==> src/rtl/rx_packet_collector.sv <==
// Receive-side frame collector: per-node holding slots, round-robin
// arbitration and a show-ahead FIFO towards a single output pipe.
module rx_packet_collector #(
    parameter  int NODES     = 4,
    parameter  int DATA_SIZE = 64,
    parameter  int ID_SIZE   = 11,
    parameter  int DEPTH     = 8,
    localparam int NW        = $clog2(NODES),
    localparam int LW        = $clog2(DEPTH + 1)
) (
    input  logic                         clock,
    input  logic                         reset,
    input  logic [NODES-1:0]             data_out_req,
    input  logic [NODES*DATA_SIZE-1:0]   rx_packet,
    input  logic [NODES*ID_SIZE-1:0]     rx_id,
    output logic                         out_valid,
    input  logic                         out_ready,
    output logic [DATA_SIZE-1:0]         out_packet,
    output logic [ID_SIZE-1:0]           out_id,
    output logic [NW-1:0]                out_node,
    output logic [LW-1:0]                fifo_level,
    output logic [15:0]                  drop_count
);

    localparam int PW = $clog2(DEPTH);
    localparam int EW = DATA_SIZE + ID_SIZE + NW;

    logic [NODES-1:0]     req_q;
    logic [NODES-1:0]     rise;
    logic [NODES-1:0]     pend_q, pend_d;
    logic [DATA_SIZE-1:0] pkt_q [NODES];
    logic [DATA_SIZE-1:0] pkt_d [NODES];
    logic [ID_SIZE-1:0]   id_q  [NODES];
    logic [ID_SIZE-1:0]   id_d  [NODES];
    logic [NW-1:0]        rr_q, rr_d;
    logic                 gnt;
    logic [NW-1:0]        gnt_idx;
    logic [NW:0]          arb_sum;
    logic [EW-1:0]        mem_q [DEPTH];
    logic [EW-1:0]        head;
    logic [PW-1:0]        wr_q, wr_d;
    logic [PW-1:0]        rd_q, rd_d;
    logic [LW-1:0]        lvl_q, lvl_d;
    logic [15:0]          drop_q, drop_d;
    logic [16:0]          drop_sum;
    logic [NW:0]          ndrop;
    logic                 pop;
    logic                 can_push;

    assign rise     = data_out_req & ~req_q;
    assign pop      = (lvl_q != '0) && out_ready;
    assign can_push = (lvl_q < LW'(DEPTH)) || pop;

    // Round-robin search over registered pend, starting at rr_q
    always_comb begin
        gnt     = 1'b0;
        gnt_idx = '0;
        arb_sum = '0;
        for (int k = 0; k < NODES; k++) begin
            arb_sum = {1'b0, rr_q} + (NW+1)'(k);
            if (arb_sum >= (NW+1)'(NODES))
                arb_sum = arb_sum - (NW+1)'(NODES);
            if (can_push && !gnt && pend_q[arb_sum[NW-1:0]]) begin
                gnt     = 1'b1;
                gnt_idx = arb_sum[NW-1:0];
            end
        end
    end

    // Slot capture, release on grant, and overwrite-drop counting
    always_comb begin
        pend_d = pend_q;
        pkt_d  = pkt_q;
        id_d   = id_q;
        ndrop  = '0;
        for (int i = 0; i < NODES; i++) begin
            if (rise[i]) begin
                if (!pend_q[i] || (gnt && gnt_idx == NW'(i))) begin
                    pend_d[i] = 1'b1;
                    pkt_d[i]  = rx_packet[i*DATA_SIZE +: DATA_SIZE];
                    id_d[i]   = rx_id[i*ID_SIZE +: ID_SIZE];
                end else begin
                    ndrop = ndrop + (NW+1)'(1);
                end
            end else if (gnt && gnt_idx == NW'(i)) begin
                pend_d[i] = 1'b0;
            end
        end
        drop_sum = {1'b0, drop_q} + 17'(ndrop);
        drop_d   = drop_sum[16] ? 16'hFFFF : drop_sum[15:0];
    end

    // Pointer, occupancy and round-robin pointer next state
    always_comb begin
        rr_d  = rr_q;
        wr_d  = wr_q;
        rd_d  = rd_q;
        lvl_d = lvl_q;
        if (gnt) begin
            rr_d = (gnt_idx == NW'(NODES-1)) ? '0 : gnt_idx + NW'(1);
            wr_d = (wr_q == PW'(DEPTH-1)) ? '0 : wr_q + PW'(1);
        end
        if (pop)
            rd_d = (rd_q == PW'(DEPTH-1)) ? '0 : rd_q + PW'(1);
        case ({gnt, pop})
            2'b10:   lvl_d = lvl_q + LW'(1);
            2'b01:   lvl_d = lvl_q - LW'(1);
            default: lvl_d = lvl_q;
        endcase
    end

    // Control state with synchronous reset
    always_ff @(posedge clock) begin
        if (reset) begin
            req_q  <= '0;
            pend_q <= '0;
            rr_q   <= '0;
            wr_q   <= '0;
            rd_q   <= '0;
            lvl_q  <= '0;
            drop_q <= '0;
        end else begin
            req_q  <= data_out_req;
            pend_q <= pend_d;
            rr_q   <= rr_d;
            wr_q   <= wr_d;
            rd_q   <= rd_d;
            lvl_q  <= lvl_d;
            drop_q <= drop_d;
        end
    end

    // Payload storage; validity is tracked by pend_q and lvl_q
    always_ff @(posedge clock) begin
        pkt_q <= pkt_d;
        id_q  <= id_d;
        if (gnt)
            mem_q[wr_q] <= {pkt_q[gnt_idx], id_q[gnt_idx], gnt_idx};
    end

    assign head       = mem_q[rd_q];
    assign out_valid  = (lvl_q != '0);
    assign out_packet = out_valid ? head[EW-1 -: DATA_SIZE] : '0;
    assign out_id     = out_valid ? head[NW +: ID_SIZE] : '0;
    assign out_node   = out_valid ? head[NW-1:0] : '0;
    assign fifo_level = lvl_q;
    assign drop_count = drop_q;

endmodule

==> config.mk <==
export PLATFORM = sky130hd
export DESIGN_NAME = rx_packet_collector
export DESIGN_NICKNAME = d
export VERILOG_FILES = /design/src/rtl/rx_packet_collector.sv
export SDC_FILE = /design/constraint.sdc
export NUM_CORES = 1
export LEC_CHECK = 0
export ABC_AREA = 0
export CAP_MARGIN = 20
export CORE_MARGIN = 2
export CORE_UTILIZATION = 46
export DETAILED_ROUTE_END_ITERATION = 10
export PLACE_DENSITY = 0.67
export SYNTH_ARGS = -nofsm -noshare
export SYNTH_HDL_FRONTEND = slang
export SYNTH_SLANG_ARGS = --single-unit
==> constraint.sdc <==
create_clock -name clock -period 14.4 [get_ports clock]
set_input_delay 2.88 -clock clock [delete_from_list [all_inputs] [get_ports clock]]
set_output_delay 2.88 -clock clock [all_outputs]
set_load 0.005 [all_outputs]
==> results.cfg, run 1 <==
[outcome]
status = finished clean

[drt]
routedWlPerCell_um = 23.63
drtIter0Drc = 1358
drt-pass1-iter-count = 5
via_per_inst = 5.346
antenna_left = 0
drc = 0
vias = 18397
drt_wl_total_um = 81330

[yosys]
synth_xor_xnor_area_share_pct = 0.4521
synth_seq_cells = 955
ys_seq_area_share_pct = 76.85
ys_async_sr_fraction_pct = 0
synth_enable_flop_cells = 916
synth_top_family_by_area = multiplexers
synthSimpleGateAreaFrac_pct = 2.825
synthCells = 1861
synth-compound-area-share_pct = 1.910
synthMuxAreaShare_pct = 16.07
ys.flop_type = edfxtp_1
synth.avg_cell_area_sq_um = 19.78
syn-num-nets = 2183
syn_area_sq_mm = 0.03681
synth_warnings = 0
yosys.area_share.adder_pct = 0.5506
synthDistinctLibCells = 46

[grt]
grt_pass1_wl_um = 122000
antenna_found_initial = 3
grt_overflow = 0
grt_pass1_vias = 19986
grt_usage_pct = 19.79
grt_max_degree = 89

[clocking]
hold_buffers = 0
cts-resized-gates = 0
cts_buffer_depth = 3
cts_max_level = 3
post-cts-setup-buffers = 0
clkTransAtPathRegs_ns = 0.06
tritoncts = yes
cts_buffers = 100
clockRootBuffer = clkbuf_16
numClockSinks = 955
clk_latency_ns = 0.64

[floorplanning]
core.rowCount = 103
pin_count = 405
die_w_um = 286.9
core_sq_mm = 0.07913
dieArea_sq_mm = 0.08230
die-height_um = 286.9
initial_utilization_pct = 46.52

[placement]
place_hpwl_um = 47850
dpl_cell_area_sq_mm = 0.04213
io_buffers = 404
preCtsSetupSlack_ns = 6.680
place_congestion = 0.7610

[final_layout]
fillers = 6007
synthToLayoutAreaGrowth_pct = 23.34
design_area_sq_mm = 0.04540
drive_gt1_share_pct = 17.95
final_util_pct = 57.38
final_nets = 2631
layout_common_cells = edfxtp_1 (916), clkdlybuf4s50_1 (404), nor2_1 (173)
final_common_cell = edfxtp_1

[pwr]
p_total_mw = 8.316
vdd_drop_max_uv = 123.0
powerDensity_mw_per_mm2 = 183.2
p_switching_mw = 2.264
combPwrFrac_pct = 24.9
internal_power_mw = 6.052
power_leakage_nw = 14.64
clkPwrFrac_pct = 30.7
p_sw_share_pct = 27.22
seqPwrFrac_pct = 44.3

[hold_path]
holdPathStages = 2
hold_end = pend_q[1]$_SDFFE_PP0P_
hp-class = reg2reg
hold_start = req_q[1]$_SDFF_PP0_

[setup_path]
worstPathRequired_ns = 14.89
cp.arrival_ns = 7.55
crit_path_end_kind = register
critical_path_class = in2reg
r2r_slack_ns = 9.40
worstSetupStartpointType = input port
r2r_start = pend_q[2]$_SDFFE_PP0P_
path_max_fanout = 5
rr_worst_depth = 19
reg2reg_to = drop_count[7]$_SDFF_PP0_

[timing]
hold_violations = 0
post-route-min-period_ns = 7.050
grt_setup_unrepaired = false
fmax_ghz = 0.1418
worst_slack_ns = 7.350
tightest_slew_ns = 1.142
drv_slew = 0
finalSetupViolCount = 0
setup_tns_ns = 0
fin_skew_ns = 0.01767
worst_slew_margin_rel_pct = 23.87
post-route-period-util_pct = 48.96

[flow_run]
drv_cap = 0
==> per-stage QoR <==
| step | cells | hold WS [ns] |
|---|---|---|
| 5_1_grt | 3441 | 0.5524 |
| 4_1_cts | 3440 | 0.5326 |
| 3_3_place_gp | 3256 | 0.5122 |
| 2_1_floorplan | 1861 | 0.4877 |
| 3_5_place_dp | 3257 | 0.5257 |
| 6_report | 3441 | 0.5255 |
==> power by group through the flow <==
stage / clock network (mW) / registers (mW) / logic [mW]
5_1_grt: 2.73 / 3.72 / 2.25
2_1_floorplan: 0 / 3.72 / 1.23
3_5_place_dp: 0 / 3.75 / 2.12
6_report: 2.56 / 3.69 / 2.07
3_3_place_gp: 0 / 3.73 / 2.08
4_1_cts: 2.61 / 3.69 / 2.13
==> registers in the layout (all words and copies together) (netlist names), named ones only <==
name	flops
rr_q	2
wr_q	3
mem_q	616
pend_q	4
rd_q	3
fifo_level	4
drop_count	16
id_q	44
req_q	4
pkt_q	256
==> cells by family (layout without fill, tap and decap cells) <==
kind of cell,Yosys count,count (layout)
AO/OA/AOI/OAI,125,125
XOR/XNOR,19,19
adder cells (fa/ha/maj),15,15
buffers and inverters,110,639
flip-flops,955,955
multiplexers,389,389
other,0,1
AND/OR/NAND/NOR,248,248
==> worst max path at each step <==
| stage | from | end | slack [ns] | cells after the start |
|---|---|---|---|---|
| after CTS | out_ready | drop_count[7]$_SDFF_PP0_ | 7.37 | 18 |
| after detailed placement | out_ready | drop_count[7]$_SDFF_PP0_ | 6.68 | 18 |
| after floorplan | out_ready | mem_q[0][0]$_DFFE_PP_ | 2.99 | 4 |
| after global placement | out_ready | drop_count[0]$_SDFF_PP0_ | 6.88 | 18 |
| final | out_ready | drop_count[7]$_SDFF_PP0_ | 7.35 | 18 |
| after global routing | out_ready | drop_count[7]$_SDFF_PP0_ | 6.98 | 18 |
==> cells in the mapped netlist, drive strengths merged, types with 11 or more instances <==
master | count | area share, %
mux4 | 154 | 9.4
xor2 | 11 | 0.26
nor2 | 177 | 1.8
mux2 | 76 | 2.3
a21oi | 106 | 1.4
clkbuf | 49 | 0.50
nand2 | 25 | 0.28
edfxtp | 916 | 75
mux2i | 159 | 4.3
buf | 43 | 0.66
inv | 18 | 0.19
ha | 13 | 0.44
dfxtp | 39 | 2.1
==> worst max-delay path, stage by stage <==
cell and delay (ns):
clkdlybuf4s50_1 0.50, nand2b_1 0.29, o211ai_2 0.24, ha_1 0.25, a21boi_0 0.42, nor2b_1 0.26
xnor2_1 0.16, ha_1 0.31, inv_1 0.04, mux2i_1 0.24, ha_1 0.31, mux2_2 0.28
ha_1 0.27, a21o_1 0.18, a21oi_1 0.42, and3b_1 0.25, xnor2_1 0.15, a21oi_1 0.10
==> cell type report <==
cell class	count	area, sq um	area share, %
Timing Repair Buffer	438	4324	9.524
Antenna cell	1	2.502	0.005512
Clock buffer	123	2653	5.842
Multi-Input combinational cell	796	8115	17.87
Sequential cell	955	28300	62.33
Tap cell	1050	1314	2.894
Clock inverter	60	614.3	1.353
Inverter	18	80.08	0.1764
==> per-layer routing <==
metal  up-vias  GRT usage (%)  share of wire [%]
li1       8323              -                  -
met1      9517          26.03                 42
met2       460          34.12                 51
met3        95          3.690                5.1
met4         2          4.961                1.6
met5         -              0              0.014
Power figures use the tool's default switching activity.
==> inputs of run 2 (changes only) <==
- PLACE_DENSITY: 0.67 -> 0.7
- clock period: 14.4 -> 6 ns (I/O delays scaled with it)
==> results.cfg, run 2 (synthesized netlist as in run 1, its figures left out) <==
[placement]
io_buffers = 404
place_congestion = 0.7768
dpl_cell_area_sq_mm = 0.04231
place_hpwl_um = 45900
preCtsSetupSlack_ns = 0.2487

[final_layout]
largest-register = mem_q
final_nets = 2635
drive_gt1_share_pct = 17.95
design_area_sq_mm = 0.04546
reg_top3 = mem_q (616), pkt_q (256), id_q (44)
layout_common_cells = edfxtp_1 (916), clkdlybuf4s50_1 (404), nor2_1 (173)
synthToLayoutAreaGrowth_pct = 23.49
final_common_cell = edfxtp_1
fillers = 5857
largest_reg_flops = 616

[timing]
fmax_ghz = 0.1952
holdWs_ns = 0.5068
post-route-period-util_pct = 85.40
post-route-min-period_ns = 5.124
drv_slew = 0
worst_slew_margin_rel_pct = 15.44
finalSetupViolCount = 0
tightest_slew_ns = 1.268
worst_slack_ns = 0.8762
hold_violations = 0
setup_tns_ns = 0
grt_setup_unrepaired = false
fin_skew_ns = 0.02855

[flow_run]
drv_cap = 0

[clocking]
clkTransAtPathRegs_ns = 0.05
cts-resized-gates = 0
numClockSinks = 955
hold_buffers = 0
cts_max_level = 3
cts_buffers = 99
cts_buffer_depth = 3
post-cts-setup-buffers = 0
clockRootBuffer = clkbuf_16
clk_latency_ns = 0.65
tritoncts = yes

[floorplanning]
pin_count = 405
die_w_um = 286.9
die-height_um = 286.9
core.rowCount = 103
core_sq_mm = 0.07913
initial_utilization_pct = 46.52
dieArea_sq_mm = 0.08230

[grt]
grt_pass1_vias = 19634
grt_usage_pct = 19.28
antenna_found_initial = 1
grt_pass1_wl_um = 119500
grt_max_degree = 160
grt_overflow = 0

[setup_path]
r2r_slack_ns = 1.26
path_buf_inv = 2
cp-endpoint = drop_count[15]$_SDFF_PP0_
cp_slowest_stage_delay_ns = 0.48
cp_cell_sequence = clkdlybuf4s50_1 -> nand2b_1 -> o211ai_2 -> ha_1 -> a21boi_0 -> nor2b_1 -> xnor2_1 -> ha_1 -> inv_1 -> mux2i_1 -> ha_1 -> mux2_2 -> ha_1 -> a21o_1 -> a21oi_1 -> nor3_1 -> nand3_1 -> mux2i_1 -> nor2_1
worstPathRequired_ns = 6.52
cp.arrival_ns = 5.64
cpMostUsedCell = ha_1
crit_path_end_kind = register
critical_path_class = in2reg
rr_worst_depth = 19
crit_path_start = out_ready
path_depth = 19
r2r_start = pend_q[3]$_SDFFE_PP0P_
critical_path.top_delay_family = adder cells
worstSetupStartpointType = input port
reg2reg_to = drop_count[15]$_SDFF_PP0_
slowest_stage = clkdlybuf4s50_1
path_max_fanout = 5

[drt]
drt_wl_total_um = 79690
vias = 18487
drc = 0
routedWlPerCell_um = 23.12
antenna_left = 0
drt-pass1-iter-count = 5
drtIter0Drc = 1249
via_per_inst = 5.363

[outcome]
status = finished clean

[hold_path]
holdPathStages = 2
hp-class = reg2reg
hold_start = req_q[1]$_SDFF_PP0_

[pwr]
vdd_drop_max_uv = 362.0
power_leakage_nw = 14.63
p_total_mw = 19.73
powerDensity_mw_per_mm2 = 434.0
[run 2: worst min-delay path by stage]
stage,endpoint
floorplan,pend_q[1]$_SDFFE_PP0P_
global placement,pend_q[1]$_SDFFE_PP0P_
detailed placement,pend_q[1]$_SDFFE_PP0P_
CTS,pend_q[1]$_SDFFE_PP0P_
global route,pend_q[1]$_SDFFE_PP0P_
finish,pend_q[1]$_SDFFE_PP0P_
[run 2: power breakdown]
group	switching [mW]	internal (mW)	total (mW)
Sequential	0.289	8.61	8.90
Combinational	2.65	2.33	4.98
Clock	2.46	3.38	5.85
[run 2: through the flow]
step	std cells	utilization (%)
3_5_place_dp	3261	53.48
5_1_grt	3447	57.45
2_1_floorplan	1861	-
3_3_place_gp	3261	53.48
6_report	3447	57.45
4_1_cts	3445	57.41
[run 2: tightest hold or removal path: cells and delay by family (launching register included)]
| kind | cells | cell delay, ns |
|---|---|---|
| AO/OA/AOI/OAI | 1 | 0.05 |
| flip-flops | 1 | 0.32 |
| AND/OR/NAND/NOR | 1 | 0.09 |
[run 2: final cells by class]
class                      instances  area [sq um]  area share (%)
antenna                            1         2.502        0.005505
clock buffer                     121          2603           5.725
clock inverter                    63         511.7           1.126
inverter                          18         80.08          0.1762
multi-input combinational        796          8130           17.89
sequential                       955         28300           62.25
tap                             1050          1314           2.890
timing repair buffer             443          4519           9.942
[run 2: per-layer routing]
layer,track usage [%],share of wire [%],vias up
li1,-,-,8340
met1,25.89,43,9607
met2,32.29,50,450
met3,3.579,5.2,90
met4,5.677,1.9,0
met5,0,0,-
